[src/rtl/vm_pkg.sv]
// Shared types and helpers for the multi-item vending controller.
// State encoding, coin weights and the price-table slice function.
package vm_pkg;

  typedef enum logic [1:0] {
    IDLE   = 2'd0,
    PAY    = 2'd1,
    VEND   = 2'd2,
    CHANGE = 2'd3
  } state_t;

  localparam int COIN_10_UNITS = 1;
  localparam int COIN_50_UNITS = 5;

  localparam int TABLE_MAX_W = 256;
  localparam int PRICE_MAX_W = 16;

  // Entry idx of a packed table whose entries are w bits wide (w <= PRICE_MAX_W).
  function automatic logic [PRICE_MAX_W-1:0] price_slice(
    input logic [TABLE_MAX_W-1:0] tbl,
    input int                     idx,
    input int                     w
  );
    logic [TABLE_MAX_W-1:0] shifted;
    logic [PRICE_MAX_W-1:0] mask;
    shifted = tbl >> (idx * w);
    mask    = (PRICE_MAX_W'(1) << w) - PRICE_MAX_W'(1);
    return shifted[PRICE_MAX_W-1:0] & mask;
  endfunction

endpackage

[src/rtl/vm_stock_bank.sv]
// Per-item stock counters: reload-all, decrement-one, sold-out flags.
// Counters update one edge after load/dec; sold_out is combinational from the counters.
module vm_stock_bank
  import vm_pkg::*;
#(
  parameter int N_ITEMS    = 4,
  parameter int STOCK_W    = 4,
  parameter int INIT_STOCK = 5
) (
  input  logic                       clk,
  input  logic                       reset,
  input  logic                       load,
  input  logic                       dec,
  input  logic [$clog2(N_ITEMS)-1:0] dec_idx,
  output logic [N_ITEMS-1:0]         sold_out
);

  logic [STOCK_W-1:0] stock [N_ITEMS];

  always_ff @(posedge clk or posedge reset) begin
    if (reset) begin
      for (int i = 0; i < N_ITEMS; i++) stock[i] <= STOCK_W'(INIT_STOCK);
    end else if (load) begin
      for (int i = 0; i < N_ITEMS; i++) stock[i] <= STOCK_W'(INIT_STOCK);
    end else if (dec && stock[dec_idx] != '0) begin
      stock[dec_idx] <= stock[dec_idx] - STOCK_W'(1);
    end
  end

  always_comb begin
    sold_out = '0;
    for (int i = 0; i < N_ITEMS; i++) sold_out[i] = (stock[i] == '0);
  end

endmodule

[src/rtl/vending_machine_multi.sv]
// N-item vending controller: coin credit, price table, stock, cancel/refund, serial change.
// Coin edge reaching the price releases the item next cycle; change is one unit per cycle.
module vending_machine_multi
  import vm_pkg::*;
#(
  parameter int                           N_ITEMS     = 4,
  parameter int                           PRICE_W     = 4,
  parameter logic [N_ITEMS*PRICE_W-1:0]   PRICE_TABLE = 16'h4321,
  parameter int                           CREDIT_W    = 8,
  parameter int                           STOCK_W     = 4,
  parameter int                           INIT_STOCK  = 5
) (
  input  logic                       clk,
  input  logic                       reset,
  input  logic [$clog2(N_ITEMS)-1:0] item,
  input  logic                       sel,
  input  logic                       dollar_10,
  input  logic                       dollar_50,
  input  logic                       cancel,
  input  logic                       restock,
  output logic [PRICE_W-1:0]         price,
  output logic [CREDIT_W-1:0]        credit,
  output logic [N_ITEMS-1:0]         item_rels,
  output logic                       change_return,
  output logic                       coin_reject,
  output logic                       sel_reject,
  output logic [N_ITEMS-1:0]         sold_out
);

  localparam int IDX_W = $clog2(N_ITEMS);
  localparam int LUT_N = 1 << IDX_W;
  localparam logic [TABLE_MAX_W-1:0] TABLE_EXT = TABLE_MAX_W'(PRICE_TABLE);

  state_t               state;
  logic [IDX_W-1:0]     latched;
  logic [PRICE_W-1:0]   price_lut [LUT_N];
  logic [LUT_N-1:0]     blocked;
  logic [2:0]           units;
  logic [CREDIT_W:0]    sum;
  logic                 coin_in;
  logic                 coin_fits;
  logic [CREDIT_W-1:0]  credit_upd;
  logic [CREDIT_W-1:0]  vend_credit;
  logic                 sel_ok;
  logic                 sel_bad;
  logic [IDX_W-1:0]     pay_item;
  logic [PRICE_W-1:0]   pay_price;
  logic                 restock_load;
  logic                 vend_dec;

  for (genvar i = 0; i < LUT_N; i++) begin : g_price
    assign price_lut[i] = PRICE_W'(price_slice(TABLE_EXT, i, PRICE_W));
  end

  always_comb begin
    units      = (dollar_10 ? 3'(COIN_10_UNITS) : 3'd0)
               + (dollar_50 ? 3'(COIN_50_UNITS) : 3'd0);
    coin_in    = dollar_10 | dollar_50;
    sum        = {1'b0, credit} + (CREDIT_W + 1)'(units);
    coin_fits  = !sum[CREDIT_W];
    credit_upd = coin_fits ? sum[CREDIT_W-1:0] : credit;

    // Indices past N_ITEMS behave as permanently sold out.
    blocked              = '1;
    blocked[N_ITEMS-1:0] = sold_out;
    sel_ok     = sel && !blocked[item];
    sel_bad    = sel && blocked[item];

    pay_item    = sel_ok ? item : latched;
    pay_price   = price_lut[pay_item];
    vend_credit = credit - CREDIT_W'(price_lut[latched]);
  end

  assign restock_load = (state == IDLE) && restock;
  assign vend_dec     = (state == VEND);

  vm_stock_bank #(
    .N_ITEMS    (N_ITEMS),
    .STOCK_W    (STOCK_W),
    .INIT_STOCK (INIT_STOCK)
  ) u_stock (
    .clk      (clk),
    .reset    (reset),
    .load     (restock_load),
    .dec      (vend_dec),
    .dec_idx  (latched),
    .sold_out (sold_out)
  );

  always_ff @(posedge clk or posedge reset) begin
    if (reset) begin
      state         <= IDLE;
      credit        <= '0;
      latched       <= '0;
      price         <= '0;
      item_rels     <= '0;
      change_return <= 1'b0;
      coin_reject   <= 1'b0;
      sel_reject    <= 1'b0;
    end else begin
      item_rels     <= '0;
      change_return <= 1'b0;
      coin_reject   <= 1'b0;
      sel_reject    <= 1'b0;
      case (state)
        IDLE: begin
          credit      <= credit_upd;
          coin_reject <= coin_in && !coin_fits;
          if (!restock && sel) begin
            if (sel_ok) begin
              latched <= item;
              price   <= price_lut[item];
              state   <= PAY;
            end else begin
              sel_reject <= 1'b1;
            end
          end
        end
        PAY: begin
          if (cancel) begin
            coin_reject <= coin_in;
            price       <= '0;
            if (credit != '0) begin
              state         <= CHANGE;
              change_return <= 1'b1;
            end else begin
              state <= IDLE;
            end
          end else begin
            credit      <= credit_upd;
            coin_reject <= coin_in && !coin_fits;
            sel_reject  <= sel_bad;
            latched     <= pay_item;
            price       <= pay_price;
            if (credit_upd >= CREDIT_W'(pay_price)) begin
              state     <= VEND;
              item_rels <= N_ITEMS'(1) << pay_item;
            end
          end
        end
        VEND: begin
          coin_reject <= coin_in;
          credit      <= vend_credit;
          price       <= '0;
          if (vend_credit != '0) begin
            state         <= CHANGE;
            change_return <= 1'b1;
          end else begin
            state <= IDLE;
          end
        end
        CHANGE: begin
          coin_reject <= coin_in;
          if (credit <= CREDIT_W'(1)) begin
            credit <= '0;
            state  <= IDLE;
          end else begin
            credit        <= credit - CREDIT_W'(1);
            change_return <= 1'b1;
          end
        end
        default: state <= IDLE;
      endcase
    end
  end

endmodule

[config.mk]
export PLATFORM = sky130hd
export DESIGN_NAME = vending_machine_multi
export DESIGN_NICKNAME = d
export VERILOG_FILES = /design/src/rtl/vm_pkg.sv /design/src/rtl/vm_stock_bank.sv /design/src/rtl/vending_machine_multi.sv
export SDC_FILE = /design/constraint.sdc
export NUM_CORES = 1
export LEC_CHECK = 0
export CORE_MARGIN = 1.5
export CORE_UTILIZATION = 50
export CTS_CLUSTER_DIAMETER = 50
export DETAILED_ROUTE_END_ITERATION = 12
export DONT_BUFFER_PORTS = 1
export PLACE_DENSITY_LB_ADDON = 0.25
export RECOVER_POWER = 50
export SETUP_SLACK_MARGIN = 0.05
export SYNTH_ARGS = -nofsm -noshare
export SYNTH_HDL_FRONTEND = slang
export SYNTH_SLANG_ARGS = --single-unit
export TNS_END_PERCENT = 5
[constraint.sdc]
create_clock -name clk -period 9.2 [get_ports clk]
set_input_delay 1.84 -clock clk [delete_from_list [all_inputs] [get_ports clk]]
set_output_delay 1.84 -clock clk [all_outputs]
set_load 0.1 [all_outputs]
==> results of run 1 <==
## state kept, by name, indices dropped and copies added, names as in the netlist
register       cells
u_stock.stock     16
state              2
latched            2
sel_reject         1
coin_reject        1
price              3
change_return      1
credit             8
item_rels          4
## final cells by class
cell class / count / area (µm²)
Clock buffer: 5 / 68.82
Clock inverter: 3 / 45.04
Fill cell: 513 / 2369
Inverter: 23 / 86.33
Multi-Input combinational cell: 255 / 1822
Sequential cell: 38 / 960.9
Tap cell: 72 / 90.09
Timing Repair Buffer: 13 / 166.4
## cells by family (layout without fill, tap and decap cells)
family | count (synthesis) | in the layout
muxes | 11 | 11
buffers and inverters | 37 | 44
DFF | 38 | 38
xor gates and xnor gates | 10 | 10
AOI/OAI and AO/OA | 87 | 87
other | 1 | 1
adders and majority gates | 31 | 31
and+or+nand+nor | 115 | 115
## tightest hold or removal path: stages (launching register included)
cell,delay [ns]
dfstp_2,0.39
nand2_1,0.05
o211ai_1,0.08
## layer usage
metal  share of wire [%]  wire length [µm]
met4                 1.2                86
met5                   0                 0
met2                  48              3491
met1                  44              3200
met3                 7.2               524
## cell usage after synthesis, types with 4 or more instances
cell and number:
dfrtp_1 30, ha_1 29, nor2_1 29, nand2_1 28
o21ai_0 25, inv_1 23, a21oi_1 14, nor3_1 13
nand3_1 9, a211oi_1 8, dfstp_2 8, a31oi_1 7
and2_1 6, buf_2 6, xor2_1 6, nor4_1 5
o211ai_1 5, and3_4 4, mux2_2 4, nor2b_1 4
xnor2_1 4
## worst max path at each step
stage / startpoint / endpoint / slack (ns) / cells after the start
after floorplan: u_stock.stock[9] / state[0] / 3.02 / 12
after global placement: dollar_10 / state[1] / 4.05 / 13
after detailed placement: dollar_10 / state[0] / 3.88 / 14
after CTS: dollar_10 / state[0] / 4.19 / 14
after global routing: dollar_10 / state[1] / 3.84 / 14
final: dollar_10 / state[1] / 4.16 / 14
## cells in the final DEF, fill, tap and decap left out, types with 4 or more instances in the layout
cell type and count:
ha_1 29, o21ai_0 25, clkbuf_8 5, nor4_2 4, nor3_1 13, nand3_1 9, a31oi_1 7, and2_1 5
xor2_1 6, a21oi_1 14, o211ai_1 5, inv_1 23, nor2_1 29, dfrtp_1 30, xnor2_1 4, buf_4 8
and3_1 6, nand2_1 29, nor2b_1 4, dfstp_2 8, a211oi_1 8, mux2_2 4
## metrics by stage
stage | hold WS (ns) | instances | setup slack (ns) | area [µm²] | utilization (%)
final | 0.5194 | 409 | 4.164 | 3239 | 57.76
after global routing | 0.5416 | 409 | 3.838 | 3239 | 57.76
after CTS | 0.5217 | 409 | 4.192 | 3266 | 58.23
after detailed placement | 0.5099 | 401 | 3.882 | 3152 | 56.20
after global placement | 0.5092 | 401 | 4.051 | 3152 | 56.20
after floorplan | 0.4843 | 330 | 3.018 | 2945 | -
==> run_results.csv, run 1 <==
group,metric,value,unit
critical_path,path_common_cell,"ha_1",
placed_design,dpl.hpwl,5456,µm
final_layout,final_nets,376,
critical_path,cp.arrival,5.21,ns
grt,antenna_found_initial,0,
synth,synthAdderAreaFrac,13.68,%
grt,grt_busiest_layer,"met2",
hold_path,min_to,"u_stock.stock[4]",
synth,synthesis.nets,370,
floorplan,coreArea,5608,µm²
clocking,cts_buffer_depth,2,
detailed_routing,final_antenna_net_count,0,
floorplan,ios,32,
synth,synth_top_cell_by_area,"dfrtp_1",
floorplan,die_x,79.75,µm
detailed_routing,num_vias,2520,
placed_design,place_congestion,0.9554,
critical_path,cp-start-kind,"primary input",
timing,min_period_over_period,54.74,%
timing,maxSlewHeadroom,-39.61,%
clocking,cts_setup_buffers,0,
grt,grtUsageMet3,4.000,%
synth,yosysSeqAreaShare,32.63,%
floorplan,rows,27,
grt,grtUsageMet2,39.41,%
hold_path,holdCritStartpoint,"u_stock.stock[4]",
timing,worst_pin_slew,2.094,ns
synth,ys_warn_count,0,
clocking,cts_buffers,5,
clocking,cts_root_buf,"clkbuf_8",
detailed_routing,wl,7302,µm
run_status,outcome,"complete, but fails checks",
critical_path,crit_type,"primary input to flop",
floorplan,die_h,79.75,µm
critical_path,cp_cell_sequence,"inv_1 > ha_1 > ha_1 > fa_1 > a21oi_2 > nor3_1 > mux2i_1 > ha_1 > nand2b_1 > a21o_1 > a2111oi_0 > o211a_1 > a21oi_1 > mux2_2",
timing,finalCriticalPeriod,5.036,ns
synth,synth_edf_count,0,
timing,clock_skew,0.01038,ns
clocking,h-tree-depth,2,
timing,setup_violations,0,
critical_path,r2r_setup_slack,5.25,ns
synth,synth_cell_type_count,61,
run_status,violations,"capacitance limit, slew limit",
detailed_routing,dr.pass1.iters,5,
hold_path,min_path_type,"flop to flop",
timing,fmax,0.1986,GHz
synth,syn-cell-area,2945,µm²
timing,rsz0062_at_grt,"no",
grt,track_usage,24.09,%
synth,synth_top_family_by_area,"simple AND/OR/NAND/NOR gates",
synth,avgSynthCellArea,8.925,µm²
critical_path,r2r-start,"credit[0]",
detailed_routing,vias_per_cell,6.161,
critical_path,cp_max_fo,5,
critical_path,cp-end-kind,"flop",
clocking,cts.repair.resized,0,
final_layout,drive_gt1_share,13.35,%
synth,synthSimpleGateAreaFrac,19.97,%
final_layout,antenna_cells,0,
grt,grt_pass1_vias,2434,
critical_path,ff2ff_path_depth,13,
timing,setup_tns,0,ns
synth,synthMuxAreaShare,5.735,%
critical_path,critical-path-max-stage-delay,0.53,ns
synth,yosys_register_bits,38,
clocking,path_clk_slew,0.09,ns
floorplan,start_util,52.52,%
grt,use_met1,32.37,%
job,maxCapViolations,1,
clocking,clk_latency,0.30,ns
critical_path,cp.required,9.38,ns
timing,hold_violations,0,
final_layout,area_growth,9.983,%
clocking,hold_buffers,0,
critical_path,r2r_end,"state[1]",
synth,synthFlopType,"dfrtp_1",
floorplan,dieArea,6360,µm²
synth,synth_top_area_share,25.49,%
grt,grt_max_degree,39,
critical_path,cp_num_buf_inv,1,
hold_path,whs_path_depth,2,
detailed_routing,drtIter0Drc,191,
synth,synth_compound_area_share,19.29,%
grt,overflow,0,
critical_path,crit_slowest_cell,"nor3_1",
synth,yosys-top-cells-area,"dfrtp_1, ha_1, dfstp_2",
timing,drv_slew,39,
synth,synth-xor-area-share,2.974,%
clocking,cts_tree,"built",
synth,async_flop_share,100.0,%
placed_design,io_buffers,0,
grt,grt_pass1_wl,11970,µm
clocking,clock_sinks,38,
detailed_routing,drc_errors,0,
detailed_routing,wire_per_inst,17.85,µm
critical_path,crit_family,"adder cells",
synth,synth_cells,330,
Power of run 1 is not shown: default switching activity piles up to over one toggle a cycle in this logic, so the estimate is an artifact.
==> inputs of run 2 (changes only) <==
clock period = 4.25 ns   (was 9.2 ns; I/O delays follow)
==> run_results.csv, run 2 (synthesized netlist as in run 1, its figures left out) <==
group,metric,value,unit
run_status,violations,"capacitance limit, slew limit",
placed_design,place_congestion,0.9069,
clocking,clock_sinks,38,
critical_path,crit_family,"buffers and inverters",
critical_path,crit_start,"credit[1]",
critical_path,cp_num_buf_inv,2,
grt,overflow,0,
grt,antenna_found_initial,0,
critical_path,cp-end-kind,"flop",
timing,worst_pin_slew,1.762,ns
floorplan,die_x,79.75,µm
timing,setup_tns,0,ns
final_layout,largest_reg_flops,16,
final_layout,final_common_cell,"dfrtp_1",
clocking,clk_latency,0.29,ns
detailed_routing,wire_per_inst,17.37,µm
final_layout,antenna_cells,0,
timing,clock_skew,0.01089,ns
detailed_routing,vias_per_cell,6.068,
critical_path,cp-start-kind,"flop",
timing,fmax,0.2492,GHz
placed_design,io_buffers,0,
detailed_routing,drc_errors,0,
detailed_routing,wl,7158,µm
final_layout,drive_gt1_share,13.53,%
detailed_routing,num_vias,2500,
critical_path,cp.required,4.44,ns
clocking,h-tree-depth,2,
critical_path,cp_cell_sequence,"clkbuf_1 > inv_1 > fa_1 > and2b_1 > nor3_1 > xor2_1 > o41ai_1 > a21oi_1 > mux2_2",
critical_path,crit_slowest_cell,"clkbuf_1",
critical_path,cp.arrival,4.20,ns
final_layout,regArea,960.9,µm²
clocking,cts_root_buf,"clkbuf_8",
clocking,hold_buffers,0,
clocking,path_clk_slew,0.09,ns
final_layout,reg_top3,"u_stock.stock (16), credit (8), item_rels (4)",
clocking,cts_buffer_depth,2,
grt,grt_max_degree,30,
clocking,cts_buffers,5,
floorplan,ios,32,
floorplan,rows,27,
timing,maxSlewHeadroom,-17.44,%
detailed_routing,wl_met2,3424,µm
floorplan,start_util,52.52,%
timing,setup_violations,0,
final_layout,final_nets,379,
grt,track_usage,24.20,%
detailed_routing,drtIter0Drc,142,
clocking,cts.repair.resized,0,
detailed_routing,top_layer_used,"met4",
placed_design,dpl.hpwl,5483,µm
final_layout,area_growth,9.473,%
hold_path,min_path_type,"flop to flop",
final_layout,layout_common_cells,"dfrtp_1, nor2_1, ha_1, nand2_1, o21ai_0",
detailed_routing,wl_met3,392,µm
floorplan,dieArea,6360,µm²
critical_path,r2r-start,"credit[1]",
clocking,cts_setup_buffers,0,
timing,rsz0062_at_grt,"no",
floorplan,die_h,79.75,µm
final_layout,multi_input_area,1879,µm²
detailed_routing,drt-met1-wl,3138,µm
run_status,outcome,"complete, but fails checks",
timing,hold_violations,0,
timing,finalCriticalPeriod,4.013,ns
grt,grt_pass1_wl,11830,µm
timing,drv_slew,45,
detailed_routing,dr.pass1.iters,4,
job,maxCapViolations,4,
floorplan,coreArea,5608,µm²
final_layout,top_register,"u_stock.stock",
critical_path,critical-path-max-stage-delay,1.03,ns
final_layout,filler_cell_count,523,
hold_path,holdCritStartpoint,"u_stock.stock[4]",
clocking,cts_tree,"built",
timing,min_period_over_period,94.41,%
critical_path,cp_max_fo,6,
grt,grt_pass1_vias,2505,
critical_path,crit_type,"flop to flop",
detailed_routing,final_antenna_net_count,0,
-- run 2: cell type report --
class / instances / area share (%)
well taps: 72 / 2.794
clock buffers: 5 / 2.134
repair buffers: 16 / 2.910
clock inverters: 3 / 1.397
inverters: 23 / 2.678
multi-input cells: 255 / 58.28
flip-flops and latches: 38 / 29.80
-- run 2: worst paths after layout --
check,endpoint,slack [ns],depth (start not counted)
min in group asynchronous,price[0],0.74,1
worst min-delay path,u_stock.stock[4],0.54,2
worst max-delay path,state[1],0.24,9
worst max register to register,state[1],0.24,9
worst min register to register,u_stock.stock[4],0.54,2
max in group asynchronous,u_stock.stock[8],2.47,2
-- run 2: worst min-delay path, delay by kind of cell, from the launching register on --
family / cells / cell delay [ns]
AOI/OAI and AO/OA: 1 / 0.08
DFF: 1 / 0.40
and+or+nand+nor: 1 / 0.06
-- run 2: per-stage QoR --
| stage | hold slack [ns] | setup slack [ns] | util, % | std cells | area, µm² |
|---|---|---|---|---|---|
| after floorplan | 0.5031 | 0.09120 | - | 330 | 3005 |
| after global placement | 0.5232 | 0.2432 | 55.93 | 404 | 3137 |
| after detailed placement | 0.5294 | 0.06205 | 55.93 | 404 | 3137 |
| after CTS | 0.5412 | 0.3761 | 57.97 | 412 | 3251 |
| after global routing | 0.5701 | 0.07102 | 57.50 | 412 | 3224 |
| final | 0.5432 | 0.2374 | 57.50 | 412 | 3224 |
-- run 2: routing by layer --
layer | vias to the layer above | track usage [%]
li1 | 1204 | -
met1 | 1191 | 29.92
met2 | 91 | 41.53
met3 | 14 | 4.000
met4 | 0 | 10.34
met5 | - | 0
Power of run 2 is left out for the same reason.
==> inputs of run 3 (changes only) <==
clock period = 4 ns   (was 4.25 ns; I/O delays follow)
==> run_results.csv, run 3 (synthesized netlist as in run 1, its figures left out) <==
group,metric,value,unit
floorplan,rows,27,
floorplan,die_x,79.75,µm
critical_path,cp_num_buf_inv,1,
detailed_routing,drc_errors,0,
detailed_routing,drtIter0Drc,87,
clocking,clk_latency,0.30,ns
clocking,cts.repair.resized,0,
final_layout,final_nets,379,
clocking,cts_tree,"built",
placed_design,dpl.hpwl,5552,µm
grt,grt_pass1_wl,12120,µm
clocking,h-tree-depth,2,
timing,finalCriticalPeriod,3.705,ns
final_layout,layout_common_cells,"nor2_1, dfrtp_1, nand2_1, ha_1, o21ai_0",
critical_path,cp_cell_sequence,"clkbuf_1 > ha_1 > a21oi_1 > nand2_1 > xnor2_1 > o41ai_1 > a21oi_1 > mux2_2",
timing,clock_skew,0.009204,ns
timing,setup_tns,0,ns
final_layout,area_growth,11.43,%
timing,maxSlewHeadroom,-34.65,%
grt,track_usage,24.92,%
hold_path,min_path_type,"flop to flop",
floorplan,start_util,52.52,%
floorplan,die_h,79.75,µm
critical_path,crit_slowest_cell,"clkbuf_1",
critical_path,cp_max_fo,6,
floorplan,coreArea,5608,µm²
critical_path,r2r-start,"credit[2]",
critical_path,r2r_setup_slack,0.30,ns
critical_path,critical-path-max-stage-delay,1.08,ns
clocking,cts_setup_buffers,0,
critical_path,cp-start-kind,"flop",
clocking,cts_buffer_depth,2,
detailed_routing,vias_per_cell,5.993,
grt,antenna_found_initial,0,
detailed_routing,wl,7207,µm
run_status,outcome,"complete, but fails checks",
placed_design,io_buffers,0,
placed_design,place_congestion,0.9145,
final_layout,design_area,3282,µm²
detailed_routing,wire_per_inst,17.49,µm
hold_path,min_to,"u_stock.stock[12]",
detailed_routing,final_antenna_net_count,0,
critical_path,cp-end-kind,"flop",
critical_path,r2r_end,"state[1]",
final_layout,top_register,"u_stock.stock",
critical_path,crit_family,"compound AO/OA/AOI/OAI gates",
timing,worst_hold_slack,0.5387,ns
clocking,path_clk_slew,0.08,ns
detailed_routing,dr.pass1.iters,4,
clocking,hold_buffers,0,
timing,fmax,0.2699,GHz
hold_path,whs_path_depth,2,
timing,drv_slew,100,
final_layout,largest_reg_flops,16,
critical_path,path_common_cell,"a21oi_1",
timing,hold_violations,0,
job,maxCapViolations,6,
timing,worst_pin_slew,2.020,ns
clocking,cts_root_buf,"clkbuf_8",
timing,setup_violations,0,
grt,grt_pass1_vias,2438,
hold_path,holdCritStartpoint,"u_stock.stock[12]",
critical_path,ff2ff_path_depth,8,
critical_path,cp.required,4.18,ns
timing,rsz0062_at_grt,"no",
grt,overflow,0,
timing,min_period_over_period,92.62,%
final_layout,final_core_util,58.52,%
grt,grt_max_degree,39,
floorplan,dieArea,6360,µm²
run_status,violations,"capacitance limit, slew limit",
critical_path,cp.arrival,3.89,ns
detailed_routing,num_vias,2469,
clocking,cts_buffers,5,
floorplan,ios,32,
critical_path,crit_type,"flop to flop",
final_layout,antenna_cells,0,
clocking,clock_sinks,38,
final_layout,drive_gt1_share,15.59,%
placed_design,dpl_cell_area,3172,µm²
final_layout,reg_top3,"u_stock.stock (16), credit (8), item_rels (4)",
run 3: layout make-up:
cell class	instances	area, µm²
multi-input combinational	255	1907
fill	532	2326
sequential	38	962.2
clock buffer	6	82.58
clock inverter	2	60.06
tap	72	90.09
inverter	23	86.33
timing repair buffer	16	93.84
run 3: worst max-delay path by stage:
stage,slack (ns),startpoint,endpoint,depth (start not counted)
5_1_grt,0.12,dollar_10,state[1],14
3_5_place_dp,0.04,dollar_50,state[1],14
2_1_floorplan,0.08,u_stock.stock[8],state[0],12
6_report,0.30,credit[2],state[1],8
3_3_place_gp,0.15,dollar_10,state[1],13
4_1_cts,0.35,dollar_50,state[1],14
run 3: metal layers:
metal / GRT usage (%) / wire [µm] / share of wire, %
met1: 31.50 / 3221 / 45
met2: 43.31 / 3584 / 50
met3: 3.543 / 276 / 3.8
met4: 8.793 / 125 / 1.7
met5: 0 / 0 / 0
run 3: worst min-delay path: stages, from the launching register on:
cell and delay (ns):
dfstp_2 0.40, nand2_1 0.06, o211ai_1 0.08
run 3: per-stage QoR:
stage                     setup slack [ns]  std cells
after floorplan                    0.08259        330
after global placement              0.1548        404
after detailed placement           0.04030        404
after CTS                           0.3470        412
after global routing                0.1211        412
final                               0.2951        412
Power of run 3 is left out for the same reason.
